--- src/rtl/vga_timing_gen.sv ---
// vga_timing_gen: VGA raster scanner with colour-latency-aligned DAC outputs.
// Purpose : Scans x/y across the full raster and requests pixel colours.
//           It drives sync, blank, pixel clock and RGB to the VGA DAC.
//           Sync and blank are delayed to line up with the colour logic.
// Ports   : clk/rst (async, active-high)
//           color  : {R,G,B} returned for the x/y issued PIX_LAT clk earlier
//           x/y    : raster counters
//           frame_start : one-clk pulse when x/y become (0,0)
//           vga_*  : DAC/connector signals (clk, hs, vs, blank_n, sync_n, r, g, b)
// Latency : DAC outputs describe the pixel whose coordinate appeared PIX_LAT+1 clk earlier.
module vga_timing_gen #(
  parameter int H_ACTIVE = 640,
  parameter int H_FP     = 16,
  parameter int H_SYNC   = 96,
  parameter int H_BP     = 48,
  parameter int V_ACTIVE = 480,
  parameter int V_FP     = 10,
  parameter int V_SYNC   = 2,
  parameter int V_BP     = 33,
  parameter int CLK_DIV  = 2,
  parameter int PIX_LAT  = 2
) (
  input  logic        clk,
  input  logic        rst,
  input  logic [23:0] color,
  output logic [9:0]  x,
  output logic [9:0]  y,
  output logic        frame_start,
  output logic        vga_clk,
  output logic        vga_hs,
  output logic        vga_vs,
  output logic        vga_blank_n,
  output logic        vga_sync_n,
  output logic [7:0]  vga_r,
  output logic [7:0]  vga_g,
  output logic [7:0]  vga_b
);

  localparam int H_TOTAL = H_ACTIVE + H_FP + H_SYNC + H_BP;
  localparam int V_TOTAL = V_ACTIVE + V_FP + V_SYNC + V_BP;
  localparam int DIV_W   = (CLK_DIV > 2) ? $clog2(CLK_DIV) : 1;

  localparam int HS_START = H_ACTIVE + H_FP;
  localparam int HS_END   = H_ACTIVE + H_FP + H_SYNC;
  localparam int VS_START = V_ACTIVE + V_FP;
  localparam int VS_END   = V_ACTIVE + V_FP + V_SYNC;

  localparam logic [DIV_W-1:0] DIV_LAST = DIV_W'(CLK_DIV - 1);
  localparam logic [DIV_W-1:0] DIV_HALF = DIV_W'(CLK_DIV / 2);
  localparam logic [9:0]       X_LAST   = 10'(H_TOTAL - 1);
  localparam logic [9:0]       Y_LAST   = 10'(V_TOTAL - 1);

  // Parameter sanity: the 10-bit counters must cover the raster.
  if (H_TOTAL > 1024 || V_TOTAL > 1024) begin : g_bad_total
    $error("vga_timing_gen: H_TOTAL and V_TOTAL must be <= 1024");
  end
  if (CLK_DIV < 2 || (CLK_DIV % 2) != 0) begin : g_bad_div
    $error("vga_timing_gen: CLK_DIV must be even and >= 2");
  end
  if (PIX_LAT < 0 || PIX_LAT > 7) begin : g_bad_lat
    $error("vga_timing_gen: PIX_LAT must be 0..7");
  end

  // ---------------------------------------------------------------------------
  // Pixel divider and raster counters
  // ---------------------------------------------------------------------------
  logic [DIV_W-1:0] div_q, div_d;
  logic [9:0]       x_q, x_d;
  logic [9:0]       y_q, y_d;
  logic             fs_q, fs_d;
  logic             vclk_q, vclk_d;
  logic             ce;

  assign ce = (div_q == DIV_LAST);

  always_comb begin
    div_d = ce ? '0 : div_q + DIV_W'(1);
    x_d   = x_q;
    y_d   = y_q;
    fs_d  = 1'b0;
    if (ce) begin
      if (x_q == X_LAST) begin
        x_d = '0;
        if (y_q == Y_LAST) begin
          y_d  = '0;
          fs_d = 1'b1;  // registered with x/y, so it is high while x/y read (0,0)
        end else begin
          y_d = y_q + 10'd1;
        end
      end else begin
        x_d = x_q + 10'd1;
      end
    end
    // Pixel clock is built from the next divider value and registered so the
    // DAC clock is glitch-free; high for the second half of each pixel.
    vclk_d = (div_d >= DIV_HALF);
  end

  always_ff @(posedge clk or posedge rst) begin
    if (rst) begin
      div_q  <= '0;
      x_q    <= '0;
      y_q    <= '0;
      fs_q   <= 1'b0;
      vclk_q <= 1'b0;
    end else begin
      div_q  <= div_d;
      x_q    <= x_d;
      y_q    <= y_d;
      fs_q   <= fs_d;
      vclk_q <= vclk_d;
    end
  end

  assign x           = x_q;
  assign y           = y_q;
  assign frame_start = fs_q;
  assign vga_clk     = vclk_q;

  // ---------------------------------------------------------------------------
  // Raw timing decode from the live counters
  // ---------------------------------------------------------------------------
  logic act_raw, hs_raw, vs_raw;

  always_comb begin
    act_raw = (int'(x_q) < H_ACTIVE) && (int'(y_q) < V_ACTIVE);
    hs_raw  = !((int'(x_q) >= HS_START) && (int'(x_q) < HS_END));
    vs_raw  = !((int'(y_q) >= VS_START) && (int'(y_q) < VS_END));
  end

  // ---------------------------------------------------------------------------
  // Delay line matching the colour-logic latency
  // ---------------------------------------------------------------------------
  logic act_dly, hs_dly, vs_dly;

  if (PIX_LAT > 0) begin : g_shift
    logic [PIX_LAT-1:0] act_sh_q;
    logic [PIX_LAT-1:0] hs_sh_q;
    logic [PIX_LAT-1:0] vs_sh_q;

    always_ff @(posedge clk or posedge rst) begin
      if (rst) begin
        act_sh_q <= '0;
        hs_sh_q  <= '1;  // syncs are active-low, so "inactive" is all ones
        vs_sh_q  <= '1;
      end else begin
        act_sh_q[0] <= act_raw;
        hs_sh_q[0]  <= hs_raw;
        vs_sh_q[0]  <= vs_raw;
        for (int i = 1; i < PIX_LAT; i++) begin
          act_sh_q[i] <= act_sh_q[i-1];
          hs_sh_q[i]  <= hs_sh_q[i-1];
          vs_sh_q[i]  <= vs_sh_q[i-1];
        end
      end
    end

    assign act_dly = act_sh_q[PIX_LAT-1];
    assign hs_dly  = hs_sh_q[PIX_LAT-1];
    assign vs_dly  = vs_sh_q[PIX_LAT-1];
  end else begin : g_noshift
    assign act_dly = act_raw;
    assign hs_dly  = hs_raw;
    assign vs_dly  = vs_raw;
  end

  // ---------------------------------------------------------------------------
  // DAC output register: everything here describes the same pixel
  // ---------------------------------------------------------------------------
  logic        hs_q, vs_q, blank_n_q;
  logic [23:0] rgb_q, rgb_d;

  // Colour is forced to black outside the visible area so porch/sync
  // intervals never carry stray colour from the game logic.
  assign rgb_d = act_dly ? color : 24'h000000;

  always_ff @(posedge clk or posedge rst) begin
    if (rst) begin
      hs_q      <= 1'b1;
      vs_q      <= 1'b1;
      blank_n_q <= 1'b0;
      rgb_q     <= '0;
    end else begin
      hs_q      <= hs_dly;
      vs_q      <= vs_dly;
      blank_n_q <= act_dly;
      rgb_q     <= rgb_d;
    end
  end

  assign vga_hs      = hs_q;
  assign vga_vs      = vs_q;
  assign vga_blank_n = blank_n_q;
  assign vga_sync_n  = 1'b0;
  assign vga_r       = rgb_q[23:16];
  assign vga_g       = rgb_q[15:8];
  assign vga_b       = rgb_q[7:0];

endmodule

--- config.mk ---
export PLATFORM = sky130hd
export DESIGN_NAME = vga_timing_gen
export DESIGN_NICKNAME = d
export VERILOG_FILES = /design/src/rtl/vga_timing_gen.sv
export SDC_FILE = /design/constraint.sdc
export NUM_CORES = 1
export LEC_CHECK = 0
export BUFFER_PORTS_ARGS = -buffer_cell sky130_fd_sc_hd__buf_2
export CAP_MARGIN = 20
export CORE_ASPECT_RATIO = 0.8
export CORE_UTILIZATION = 39
export CTS_BUF_LIST = sky130_fd_sc_hd__clkbuf_4
export CTS_CLUSTER_SIZE = 12
export DETAILED_ROUTE_END_ITERATION = 10
export GPL_ROUTABILITY_DRIVEN = 0
export PLACE_DENSITY = 0.65
export SLEW_MARGIN = 30
export SYNTH_ARGS = -nofsm -noshare
export SYNTH_HDL_FRONTEND = slang
export SYNTH_SLANG_ARGS = --single-unit
--- constraint.sdc ---
create_clock -name clk -period 2.45 [get_ports clk]
set_input_delay 0.1225 -clock clk [delete_from_list [all_inputs] [get_ports clk]]
set_output_delay 0.1225 -clock clk [all_outputs]
set_load 0.05 [all_outputs]
==> results_dict.tcl <==
set metrics [dict create \
    status "finished, violations left" \
    violations "design-rule violations" \
    critPathMaxFanout 7 \
    power.switching_mw 0.3987 \
    fillers 439 \
    criticalPathCategory "reg2reg" \
    vias_per_cell 4.754 \
    antenna_cells 0 \
    maxSlewViolCount 0 \
    grt_pass1_wl_mm 7.113 \
    drv_cap 0 \
    rsz0062_at_grt "no" \
    grtUsageTotal 0.1604 \
    min_period_over_period 0.8731 \
    ant_nets 0 \
    drtIter0Drc 67 \
    wire_per_inst_um 12.94 \
    clockBufferDepth 2 \
    p_leak_nw 1.392 \
    cts.clk_slew.worst_paths_ns 0.16 \
    synthFlopType "dfrtp_1" \
    final_layout_size_suffix_gt1_frac 0.3392 \
    fmax_mhz 467.5 \
    synth_edf_count 0 \
    grt_max_degree 33 \
    p_sw_frac 0.2620 \
    crit_path_start_kind "register" \
    rows 23 \
    synth_cell_type_count 31 \
    finalPower_mw 1.522 \
    worst_slew_pin_slew_ns 0.6322 \
    cts-buffers-inserted 5 \
    post-route-drc-count 9 \
    fin_cells 345 \
    fin_setup_tns_ns 0 \
    yosysWarningCount 0 \
    power_density_nw_per_um2 523.0 \
    global_route.overflow_total 0 \
    syn_inst 178 \
    synth_area_leaders "dfrtp_1 (57%), dfstp_2 (7.4%), and2_1 (7.3%)" \
    clkSinkCount 55 \
    cp.arrival_ns 2.44 \
    syn_nets 208 \
    pin_count 76 \
    ir_worst_vdd_uv 226.8 \
    die_area_um2 5781 \
    core_area_um2 5151 \
    fin_util 0.5647 \
    netlist_top_cells_count "dfrtp_1 (49), and2_1 (25), nand3_1 (10)" \
    grt_pass1_vias 1471 \
    p_int_mw 1.123 \
    cts-root-buf "clkbuf_4" \
    final_area_um2 2909 \
    ys_seq_area_frac 0.6475 \
    hpwl_mm 2.906 \
    layout_min_cycle_time_ns 2.139 \
    end_kind "register" \
    initial_utilization 0.4149 \
    cts_tree "done" \
    power_frac_seq 0.613 \
    synth.most_common_cell "dfrtp_1" \
    synth_top_area_cell "dfrtp_1" \
    avgSynthCellArea_um2 12.01 \
    wirelength_mm 4.466 \
    port_buffers 74 \
    drt_pass1_iterations 10 \
    setup_viol_count_final 0 \
    htree_levels 2 \
    hp-class "in2async" \
    insertion_delay_ns 0.37 \
    syn_area_um2 2137 \
    placed_cell_area_um2 2597 \
    cp.required_ns 2.75 \
    area_growth_pct 36.12 \
    num_vias 1640 \
    fp.dieW_um 84.76 \
    final_nets 312 \
    die_h_um 68.21 \
    dp.cells 312 \
    synthArstFlopShare 1.000 \
    synth-seq-cells 55 \
    cts_resized 0 \
    slew_headroom 0.5753 \
    antenna_found_initial 0 \
    yosys.area.top_type_share 0.5738 \
    pwr-share-clk 0.266 \
    skew_ns 0.01533 \
    finalHoldViolCount 0 \
    pwr-share-comb 0.121 \
]
[layout make-up]
cell class	count	area, um2	share of cell area
sequential	55	1385	0.4761
multi-input combinational	109	691.9	0.2378
timing repair buffer	103	663.1	0.2280
tap	62	77.57	0.02667
clock buffer	6	45.04	0.01548
inverter	8	30.03	0.01032
clock inverter	2	16.27	0.005591
[worst max-delay path, stage by stage, from the launching register on]
cell	delay, ns
dfrtp_1	0.49
or4b_4	0.57
or3_1	0.38
or4_1	0.50
a21oi_1	0.15
[power by group through the flow]
stage,clock [mW],combinational [mW],sequential (mW)
5_1_grt,0.452,0.197,0.935
3_3_place_gp,0,0.153,0.949
6_report,0.405,0.184,0.933
2_1_floorplan,0,0.0311,1.02
4_1_cts,0.433,0.185,0.932
3_5_place_dp,0,0.153,0.949
[logic make-up (layout without fill, tap and decap cells)]
| kind of cell | after synthesis | count (layout) | synth area share |
|---|---|---|---|
| compound gates | 13 | 13 | 0.03513 |
| xor+xnor | 12 | 12 | 0.04918 |
| fa+ha+maj | 4 | 4 | 0.02342 |
| buf+inv | 14 | 119 | 0.02868 |
| flops | 55 | 55 | 0.6475 |
| mux | 1 | 1 | 0.004684 |
| other cells | 1 | 1 | 0.001755 |
| simple gates | 78 | 78 | 0.2096 |
[metal layers]
metal / part of all wire / vias to the layer above / track usage
met5: 0 / - / 0
met4: 0.0047 / 0 / 0.04449
met3: 0.086 / 5 / 0.05066
met2: 0.47 / 74 / 0.2622
met1: 0.44 / 760 / 0.2093
li1: - / 801 / -
[placed cells by master (no fill, tap or decap), types with 2 or more instances in the layout]
cell type | synthesis | layout
nand4_1 | 6 | 6
and3_1 | 4 | 4
dfstp_2 | 6 | 6
buf_2 | 1 | 74
and4_1 | 2 | 2
nand3_1 | 10 | 10
nor2_1 | 7 | 7
ha_1 | 4 | 4
nor3_1 | 6 | 6
dfrtp_1 | 49 | 48
a21oi_1 | 3 | 3
inv_1 | 8 | 7
or3_1 | 2 | 2
clkbuf_4 | 0 | 6
and2_1 | 25 | 25
dlygate4sd3_1 | 0 | 25
nand2_1 | 9 | 9
xnor2_1 | 8 | 8
o21ai_0 | 6 | 6
buf_4 | 2 | 3
nor4_1 | 2 | 2
o211ai_1 | 2 | 2
xor2_1 | 4 | 4
[timing repair]
item	in CTS	in global routing
endpoints found under the hold margin	47	0
setup buffers	0	0
hold buffers	25	0
[worst paths after layout]
| check | startpoint | endpoint | slack (ns) | depth (start not counted) |
|---|---|---|---|---|
| setup / recovery | x[7]$_DFFE_PP0P_ | y[9]$_DFFE_PP0P_ | 0.31 | 4 |
| hold / removal | rst | y[3]$_DFFE_PP0P_ | 0.32 | 3 |
| setup reg to reg | x[7]$_DFFE_PP0P_ | y[9]$_DFFE_PP0P_ | 0.31 | 4 |
| hold reg to reg | g_shift.hs_sh_q[0]$_DFF_PP1_ | g_shift.hs_sh_q[1]$_DFF_PP1_ | 0.36 | 0 |
| max in group asynchronous | rst | g_shift.hs_sh_q[0]$_DFF_PP1_ | 1.51 | 4 |
| min in group clk | g_shift.hs_sh_q[0]$_DFF_PP1_ | g_shift.hs_sh_q[1]$_DFF_PP1_ | 0.36 | 0 |
[registers in the layout (all words and copies together), names as in the netlist]
| name | count |
|---|---|
| frame_start | 1 |
| g_shift.vs_sh_q | 2 |
| vga_vs | 1 |
| y | 10 |
| g_shift.act_sh_q | 2 |
| x | 10 |
| g_shift.hs_sh_q | 2 |
| vga_hs | 1 |
| vga_blank_n | 1 |
| ce | 1 |
| rgb_q | 24 |
[per-stage QoR]
stage / hold slack (ns) / setup slack, ns
final: 0.3189 / 0.3108
after global placement: 0.1922 / 0.3788
after global routing: 0.3375 / 0.1821
after detailed placement: 0.1908 / 0.3520
after floorplan: 0.2567 / 0.04059
after CTS: 0.3048 / 0.3117
(Power assumes the default switching activity.)
